$ cat src/rtl/tdc_therm_decoder_if.sv
// Sample/result bundle between the TDC tap sampler and the thermometer decoder.
// The decoder takes the slave view; the sampler/consumer side takes the master view.
interface tdc_therm_decoder_if #(
   parameter int NBITS = 32,
   parameter int OUTW  = $clog2(NBITS)
);
   logic             tdc_en;
   logic [NBITS-1:0] tdc_taps;
   logic             lost_clr;
   logic [OUTW-1:0]  phase;
   logic             polarity;
   logic             phase_vld;
   logic             edge_miss;
   logic             lock_lost;
   logic [1:0]       state;

   modport master (
      output tdc_en, tdc_taps, lost_clr,
      input  phase, polarity, phase_vld, edge_miss, lock_lost, state
   );

   modport slave (
      input  tdc_en, tdc_taps, lost_clr,
      output phase, polarity, phase_vld, edge_miss, lock_lost, state
   );
endinterface

$ cat src/rtl/tdc_therm_decoder.sv
// Three-stage TDC thermometer decoder: capture, bubble correction, first-edge search,
// with an edge-presence supervisor that flags a sticky loss of the DCO edge.
module tdc_therm_decoder #(
   parameter int NBITS      = 32,
   parameter int OUTW       = $clog2(NBITS),
   parameter int MISS_LIMIT = 4,
   parameter int MISS_W     = 4
) (
   input  logic               clk,
   input  logic               rst,
   tdc_therm_decoder_if.slave bus
);
   typedef enum logic [1:0] {
      IDLE  = 2'd0,
      TRACK = 2'd1,
      LOST  = 2'd2
   } state_t;

   localparam logic [MISS_W-1:0] LIMIT_C = MISS_W'(MISS_LIMIT);

   function automatic logic maj3(input logic a, input logic b, input logic c);
      return (a & b) | (a & c) | (b & c);
   endfunction

   logic [NBITS-1:0] r1_r;
   logic             v1_r;
   logic [NBITS+1:0] ext_s;
   logic [NBITS-1:0] c_s;
   logic [NBITS-1:0] c_r;
   logic             v2_r;
   logic [OUTW-1:0]  pos_s;
   logic             miss_s;
   logic [OUTW-1:0]  phase_r;
   logic             polarity_r;
   logic             phase_vld_r;
   logic             edge_miss_r;
   logic [MISS_W-1:0] cnt_r;
   logic [MISS_W-1:0] cnt_n;
   state_t           state_r;
   state_t           state_n;
   logic             lock_lost_r;
   logic             lock_lost_n;
   logic             set_s;
   logic             hit_s;
   logic             count_s;

   // Stage 1: capture the tap snapshot only when it is qualified
   always_ff @(posedge clk or posedge rst) begin
      if (rst) begin
         r1_r <= '0;
         v1_r <= 1'b0;
      end else begin
         v1_r <= bus.tdc_en;
         if (bus.tdc_en) begin
            r1_r <= bus.tdc_taps;
         end
      end
   end

   // Bubble correction; the end taps are replicated so each tap sees two neighbours
   always_comb begin
      ext_s = {r1_r[NBITS-1], r1_r, r1_r[0]};
      c_s   = '0;
      for (int i = 0; i < NBITS; i++) begin
         c_s[i] = maj3(ext_s[i], ext_s[i+1], ext_s[i+2]);
      end
   end

   // Stage 2: register the corrected code
   always_ff @(posedge clk or posedge rst) begin
      if (rst) begin
         c_r  <= '0;
         v2_r <= 1'b0;
      end else begin
         c_r  <= c_s;
         v2_r <= v1_r;
      end
   end

   // First edge search; scanning downward leaves the lowest differing tap in pos_s
   always_comb begin
      pos_s  = '0;
      miss_s = 1'b1;
      for (int i = NBITS - 1; i >= 1; i--) begin
         if (c_r[i] != c_r[0]) begin
            pos_s  = OUTW'(i);
            miss_s = 1'b0;
         end else begin
            pos_s  = pos_s;
            miss_s = miss_s;
         end
      end
   end

   // Stage 3: result registers hold their value between strobes
   always_ff @(posedge clk or posedge rst) begin
      if (rst) begin
         phase_r     <= '0;
         polarity_r  <= 1'b0;
         edge_miss_r <= 1'b0;
         phase_vld_r <= 1'b0;
      end else begin
         phase_vld_r <= v2_r;
         if (v2_r) begin
            phase_r     <= pos_s;
            polarity_r  <= c_r[0];
            edge_miss_r <= miss_s;
         end
      end
   end

   assign hit_s   = phase_vld_r & ~edge_miss_r;
   assign count_s = phase_vld_r & edge_miss_r & (state_r != IDLE);

   // Supervisor next state, miss counter and sticky flag
   always_comb begin
      cnt_n       = cnt_r;
      state_n     = state_r;
      set_s       = 1'b0;
      lock_lost_n = lock_lost_r;
      if (hit_s) begin
         cnt_n = '0;
      end else if (count_s) begin
         if (cnt_r < LIMIT_C) begin
            cnt_n = cnt_r + MISS_W'(1);
         end else begin
            cnt_n = cnt_r;
         end
         set_s = (cnt_r == LIMIT_C - MISS_W'(1));
      end else begin
         cnt_n = cnt_r;
      end
      case (state_r)
         IDLE:    if (hit_s) state_n = TRACK; else state_n = IDLE;
         TRACK:   if (set_s) state_n = LOST;  else state_n = TRACK;
         LOST:    if (hit_s) state_n = TRACK; else state_n = LOST;
         default: state_n = IDLE;
      endcase
      if (set_s) begin
         lock_lost_n = 1'b1;
      end else if (bus.lost_clr) begin
         lock_lost_n = 1'b0;
      end else begin
         lock_lost_n = lock_lost_r;
      end
   end

   // Supervisor registers
   always_ff @(posedge clk or posedge rst) begin
      if (rst) begin
         cnt_r       <= '0;
         state_r     <= IDLE;
         lock_lost_r <= 1'b0;
      end else begin
         cnt_r       <= cnt_n;
         state_r     <= state_n;
         lock_lost_r <= lock_lost_n;
      end
   end

   assign bus.phase     = phase_r;
   assign bus.polarity  = polarity_r;
   assign bus.phase_vld = phase_vld_r;
   assign bus.edge_miss = edge_miss_r;
   assign bus.lock_lost = lock_lost_r;
   assign bus.state     = state_r;
endmodule
$ cat src/flat_wrapper.sv
// flat-port wrapper written by rule: the top's interface ports become plain ports
module tdc_therm_decoder_flat 
#(
   parameter int NBITS      = 32,
   parameter int OUTW       = $clog2(NBITS),
   parameter int MISS_LIMIT = 4,
   parameter int MISS_W     = 4
)
  (clk, rst, bus_tdc_en, bus_tdc_taps, bus_lost_clr, bus_phase, bus_polarity, bus_phase_vld, bus_edge_miss, bus_lock_lost, bus_state);
  tdc_therm_decoder_if #(.NBITS(NBITS), .OUTW(OUTW)) bus_i ();
  input  logic clk;
  input  logic rst;
  input wire logic [$bits(bus_i.tdc_en)-1:0] bus_tdc_en;
  input wire logic [$bits(bus_i.tdc_taps)-1:0] bus_tdc_taps;
  input wire logic [$bits(bus_i.lost_clr)-1:0] bus_lost_clr;
  output wire logic [$bits(bus_i.phase)-1:0] bus_phase;
  output wire logic [$bits(bus_i.polarity)-1:0] bus_polarity;
  output wire logic [$bits(bus_i.phase_vld)-1:0] bus_phase_vld;
  output wire logic [$bits(bus_i.edge_miss)-1:0] bus_edge_miss;
  output wire logic [$bits(bus_i.lock_lost)-1:0] bus_lock_lost;
  output wire logic [$bits(bus_i.state)-1:0] bus_state;
  assign bus_i.tdc_en = bus_tdc_en;
  assign bus_i.tdc_taps = bus_tdc_taps;
  assign bus_i.lost_clr = bus_lost_clr;
  assign bus_phase = bus_i.phase;
  assign bus_polarity = bus_i.polarity;
  assign bus_phase_vld = bus_i.phase_vld;
  assign bus_edge_miss = bus_i.edge_miss;
  assign bus_lock_lost = bus_i.lock_lost;
  assign bus_state = bus_i.state;
  tdc_therm_decoder #(.NBITS(NBITS), .OUTW(OUTW), .MISS_LIMIT(MISS_LIMIT), .MISS_W(MISS_W)) u_core (.clk(clk), .rst(rst), .bus(bus_i));
endmodule
$ cat config.mk
export PLATFORM = sky130hd
export DESIGN_NAME = tdc_therm_decoder_flat
export DESIGN_NICKNAME = d
export VERILOG_FILES = /design/src/rtl/tdc_therm_decoder_if.sv /design/src/rtl/tdc_therm_decoder.sv /design/src/flat_wrapper.sv
export SDC_FILE = /design/constraint.sdc
export NUM_CORES = 1
export LEC_CHECK = 0
export CAP_MARGIN = 20
export CORE_MARGIN = 4
export CORE_UTILIZATION = 50
export CTS_BUF_LIST = sky130_fd_sc_hd__clkbuf_4 sky130_fd_sc_hd__clkbuf_8 sky130_fd_sc_hd__clkbuf_16
export DETAILED_ROUTE_END_ITERATION = 8
export PLACE_DENSITY = 0.85
export SLEW_MARGIN = 20
export SYNTH_ARGS = -nofsm -noshare
export SYNTH_HDL_FRONTEND = slang
export SYNTH_SLANG_ARGS = --single-unit
$ cat constraint.sdc
create_clock -name clk -period 2.3 [get_ports clk]
set_clock_uncertainty 0.2 [all_clocks]
set_input_delay 0.23 -clock clk [delete_from_list [all_inputs] [get_ports clk]]
set_output_delay 0.23 -clock clk [all_outputs]
set_load 0.02 [all_outputs]
==> flow_summary_export.csv <==
group,metric,value,unit
die,top_level_ports,47,
detailed_routing,final_antenna_net_count,0,
timing,timing.setup.tns,0,ps
setup_path,logic_depth_of_the_worst_path_buffers_included,7,
final_layout,fill_cells,634,
die,fp.dieW,94.8,um
setup_path,worstRegToRegCells,7,
final_layout,finalInstanceArea,4540,um2
setup_path,setup.worst_path.start_class,"flop",
setup_path,critPathBufInv,1,
place,gp_congestion,0.899,
synth,mappedNetlistNets,366,
power,cell_internal_pwr,0.00239,W
synth,seq_area_frac_synth,53.8,%
final_layout,syn_to_final_growth,20.6,%
cts,cts.sink_count,81,
synth,async_reset_ff_share,100,%
cts,deepest_level_of_the_cts_h_tree,3,
synth,synthFlopType,"sky130_fd_sc_hd__dfrtp_1",
detailed_routing,post_drt_wl_per_cell,14.1,um
synth,synth_seq_cells,81,
die,initial_utilization,51.6,%
setup_path,critical_path.max_stage_delay,440,ps
synth,yosysTopAreaCell,"sky130_fd_sc_hd__dfrtp_1",
place,postPlaceCellArea,4360,um2
detailed_routing,via_count,2644,
die,die-area,8990,um2
power,ir_worst_vdd,0.381,mV
timing,final-max-slew-violation-count,0,
setup_path,critical_path.top_delay_family,"simple AND/OR/NAND/NOR gates",
power,p_comb_share,17.1,%
power,power.share.clock,29.3,%
synth,synth.avg_cell_area,11.4,um2
timing,transition_at_the_pin_with_the_smallest_max_transition_slack,704,ps
setup_path,rr_startpoint,"u_core.c_r[0]",
final_layout,share_of_cells_above_drive_strength_1,16.1,%
power,power_frac_seq,53.6,%
synth,synth.yosys.warnings,0,
place,numPortBuffers,46,
global_routing,grt_pass1_wl,11.9,mm
final_layout,antennaDiodeCount,0,
timing,slew_headroom,52.7,%
die,die_height,94.8,um
power,power.switching,0.000929,W
run,cap_violations,0,
run_status,status,"completed",
place,detailed_place_hpwl,5.06,mm
global_routing,globalRouteOverflowTotal,0,
detailed_routing,post_drt_via_cell_ratio,5.47,
detailed_routing,detailedRoute.firstPassIterationCount,4,
setup_path,worstReg2RegEnd,"u_core.bus.phase[4]",
synth,ys_top_cells_by_area,"sky130_fd_sc_hd__dfrtp_1, sky130_fd_sc_hd__mux2_2, sky130_fd_sc_hd__maj3_1, sky130_fd_sc_hd__nand3_1, sky130_fd_sc_hd__nand2_1",
global_routing,antenna_found_initial,0,
power,leakagePower,1.80,nW
timing,worst_hold_slack,97.7,ps
power,power.density_cell_area,731,nW/um2
final_layout,seqCellArea,2030,um2
setup_path,critical_path_arrival,2140,ps
cts,clk_transition_reported_paths,80,ps
cts,clock_tree.root_cell,"sky130_fd_sc_hd__clkbuf_8",
synth,synth_largest_type_area_fraction,53.8,%
detailed_routing,dr.first_iter.drc_count,139,
setup_path,critPathRequiredTime,2360,ps
final_layout,design.final.nets,417,
setup_path,worst_setup_path_startpoint,"u_core.c_r[0]",
timing,final-setup-viol-count,0,
die,core.rowCount,31,
timing,post-route-period-util,90.3,%
global_routing,grt_pass1_vias,2633,
setup_path,critical_path_peak_fanout,19,
cts,cts_tree,"yes",
detailed_routing,drc,0,
timing,rsz0062_at_grt,"false",
power,sw_frac_of_total,28.0,%
setup_path,critical_path.cell_chain,"buf_4 -> or3_1 -> mux2i_1 -> and2_1 -> o2111ai_1 -> a21o_1 -> o21ai_0",
setup_path,timing.setup.critical_path_class,"reg -> reg",
worst_hold_path,worst_hold_path_type,"in -> async",
cts,ctsHoldBuffers,0,
synth,netlist-cell-type-count,47,
cts,clock_latency_on_the_worst_skew_pair,350,ps
global_routing,grt_max_degree,34,
final_layout,multi_input_area,1650,um2
synth,syn-cell-area,3770,um2
timing,final.min_clock_period,2080,ps
cts,post_cts_resized,0,
cts,cts.path.max_buffers,2,
cts,cts_buffers,9,
cts,cts_post_setup_buffers_inserted,0,
synth,synthCells,329,
setup_path,critPathCapture,"u_core.bus.phase[4]",
setup_path,cp-end-kind,"flop",
timing,timing.fmax,481,MHz
timing,timing_hold_violations_final,0,
global_routing,grt_usage,17.0,%
die,design.core.area,7290,um2
detailed_routing,detail_route.wirelength,6.83,mm
synth,synth-edff-count,0,
setup_path,slowest_library_cell_on_the_worst_path,"sky130_fd_sc_hd__dfrtp_1",
power,total_power,0.00332,W
setup_path,reg2reg_slack,220,ps
==> power groups by stage <==
stage	clock (W)	combinational, W	sequential, W
global route	0.00106	0.000631	0.00181
detailed placement	0	0.000568	0.00180
finish	0.000972	0.000568	0.00178
floorplan	0	0.000389	0.00177
CTS	0.00101	0.000573	0.00178
global placement	0	0.000550	0.00179
==> logic make-up after synthesis <==
group | synth area share, %
buf+inv | 2.46
mux | 11.2
flops | 53.8
fa+ha+maj | 8.31
simple gates | 12.8
compound gates | 11.2
xor+xnor | 0.233
==> through the flow <==
stage	worst slack (ps)	util (%)	cells
2_1_floorplan	426	-	329
3_3_place_gp	334	59.8	468
3_5_place_dp	260	59.8	468
4_1_cts	241	62.3	483
5_1_grt	97.0	62.3	483
6_report	222	62.3	483
==> cell usage in the layout (no fill, tap or decap), types with 2 or more instances in the layout <==
cell,instances
sky130_fd_sc_hd__mux2_2,33
sky130_fd_sc_hd__nand2b_1,5
sky130_fd_sc_hd__nor2_1,18
sky130_fd_sc_hd__dfrtp_1,81
sky130_fd_sc_hd__a2bb2oi_1,2
sky130_fd_sc_hd__nor4_1,2
sky130_fd_sc_hd__buf_12,2
sky130_fd_sc_hd__o21a_1,2
sky130_fd_sc_hd__clkdlybuf4s50_1,46
sky130_fd_sc_hd__nor3_1,7
sky130_fd_sc_hd__o21ai_0,14
sky130_fd_sc_hd__o21bai_1,2
sky130_fd_sc_hd__nand3_1,16
sky130_fd_sc_hd__a31oi_1,4
sky130_fd_sc_hd__buf_4,3
sky130_fd_sc_hd__o311ai_0,2
sky130_fd_sc_hd__maj3_1,30
sky130_fd_sc_hd__nor2b_1,10
sky130_fd_sc_hd__a211oi_1,2
sky130_fd_sc_hd__mux2i_1,5
sky130_fd_sc_hd__a21oi_1,11
sky130_fd_sc_hd__o22ai_1,6
sky130_fd_sc_hd__o211ai_1,4
sky130_fd_sc_hd__and2_1,2
sky130_fd_sc_hd__clkinv_2,3
sky130_fd_sc_hd__clkinvlp_4,3
sky130_fd_sc_hd__a21o_1,4
sky130_fd_sc_hd__o2bb2ai_1,2
sky130_fd_sc_hd__nand2_1,20
sky130_fd_sc_hd__or2_2,2
sky130_fd_sc_hd__or3_1,7
sky130_fd_sc_hd__clkbuf_8,9
sky130_fd_sc_hd__inv_1,8
==> metal layers <==
metal,wire [um],up-vias,global-route usage [%]
met4,130,0,6.97
li1,-,1294,-
met2,3390,56,28.4
met5,0,-,0
met3,295,12,4.38
met1,3010,1282,20.9
==> synth_stat cells, types with 5 or more instances <==
library cell,instances
sky130_fd_sc_hd__nand2_1,20
sky130_fd_sc_hd__maj3_1,30
sky130_fd_sc_hd__o22ai_1,6
sky130_fd_sc_hd__nor2_1,18
sky130_fd_sc_hd__nor3_1,7
sky130_fd_sc_hd__inv_1,9
sky130_fd_sc_hd__or3_1,7
sky130_fd_sc_hd__a21oi_1,11
sky130_fd_sc_hd__nand3_1,16
sky130_fd_sc_hd__nand2b_1,5
sky130_fd_sc_hd__mux2_2,33
sky130_fd_sc_hd__nor2b_1,10
sky130_fd_sc_hd__o21ai_0,14
sky130_fd_sc_hd__mux2i_1,5
sky130_fd_sc_hd__dfrtp_1,81
==> registers in the layout, summed over array words and instances, names as in the netlist <==
name	count
u_core.c_r	32
u_core.bus.phase	5
u_core.v2_r	1
u_core.bus.state	2
u_core.bus.polarity	1
u_core.bus.edge_miss	1
u_core.r1_r	32
u_core.bus.phase_vld	1
u_core.v1_r	1
u_core.cnt_r	4
u_core.bus.lock_lost	1
==> worst min path at each step <==
| stage | startpoint | end | slack (ps) | depth (start not counted) |
|---|---|---|---|---|
| after floorplan | bus_tdc_en | u_core.v1_r | 60 | 0 |
| after global placement | u_core.v1_r | u_core.v2_r | 140 | 0 |
| after detailed placement | u_core.v1_r | u_core.v2_r | 150 | 0 |
| after CTS | rst | u_core.r1_r[25] | 110 | 2 |
| after global routing | rst | u_core.r1_r[30] | 160 | 2 |
| final | rst | u_core.r1_r[31] | 100 | 2 |
==> area by class of cell <==
type	instances	area share (%)
Tap cell	99	2.73
Sequential cell	81	44.6
Multi-Input combinational cell	228	36.3
Clock inverter	6	1.32
Timing Repair Buffer	51	11.5
Clock buffer	9	2.73
Inverter	9	0.826
Power figures use the tool's default switching activity.
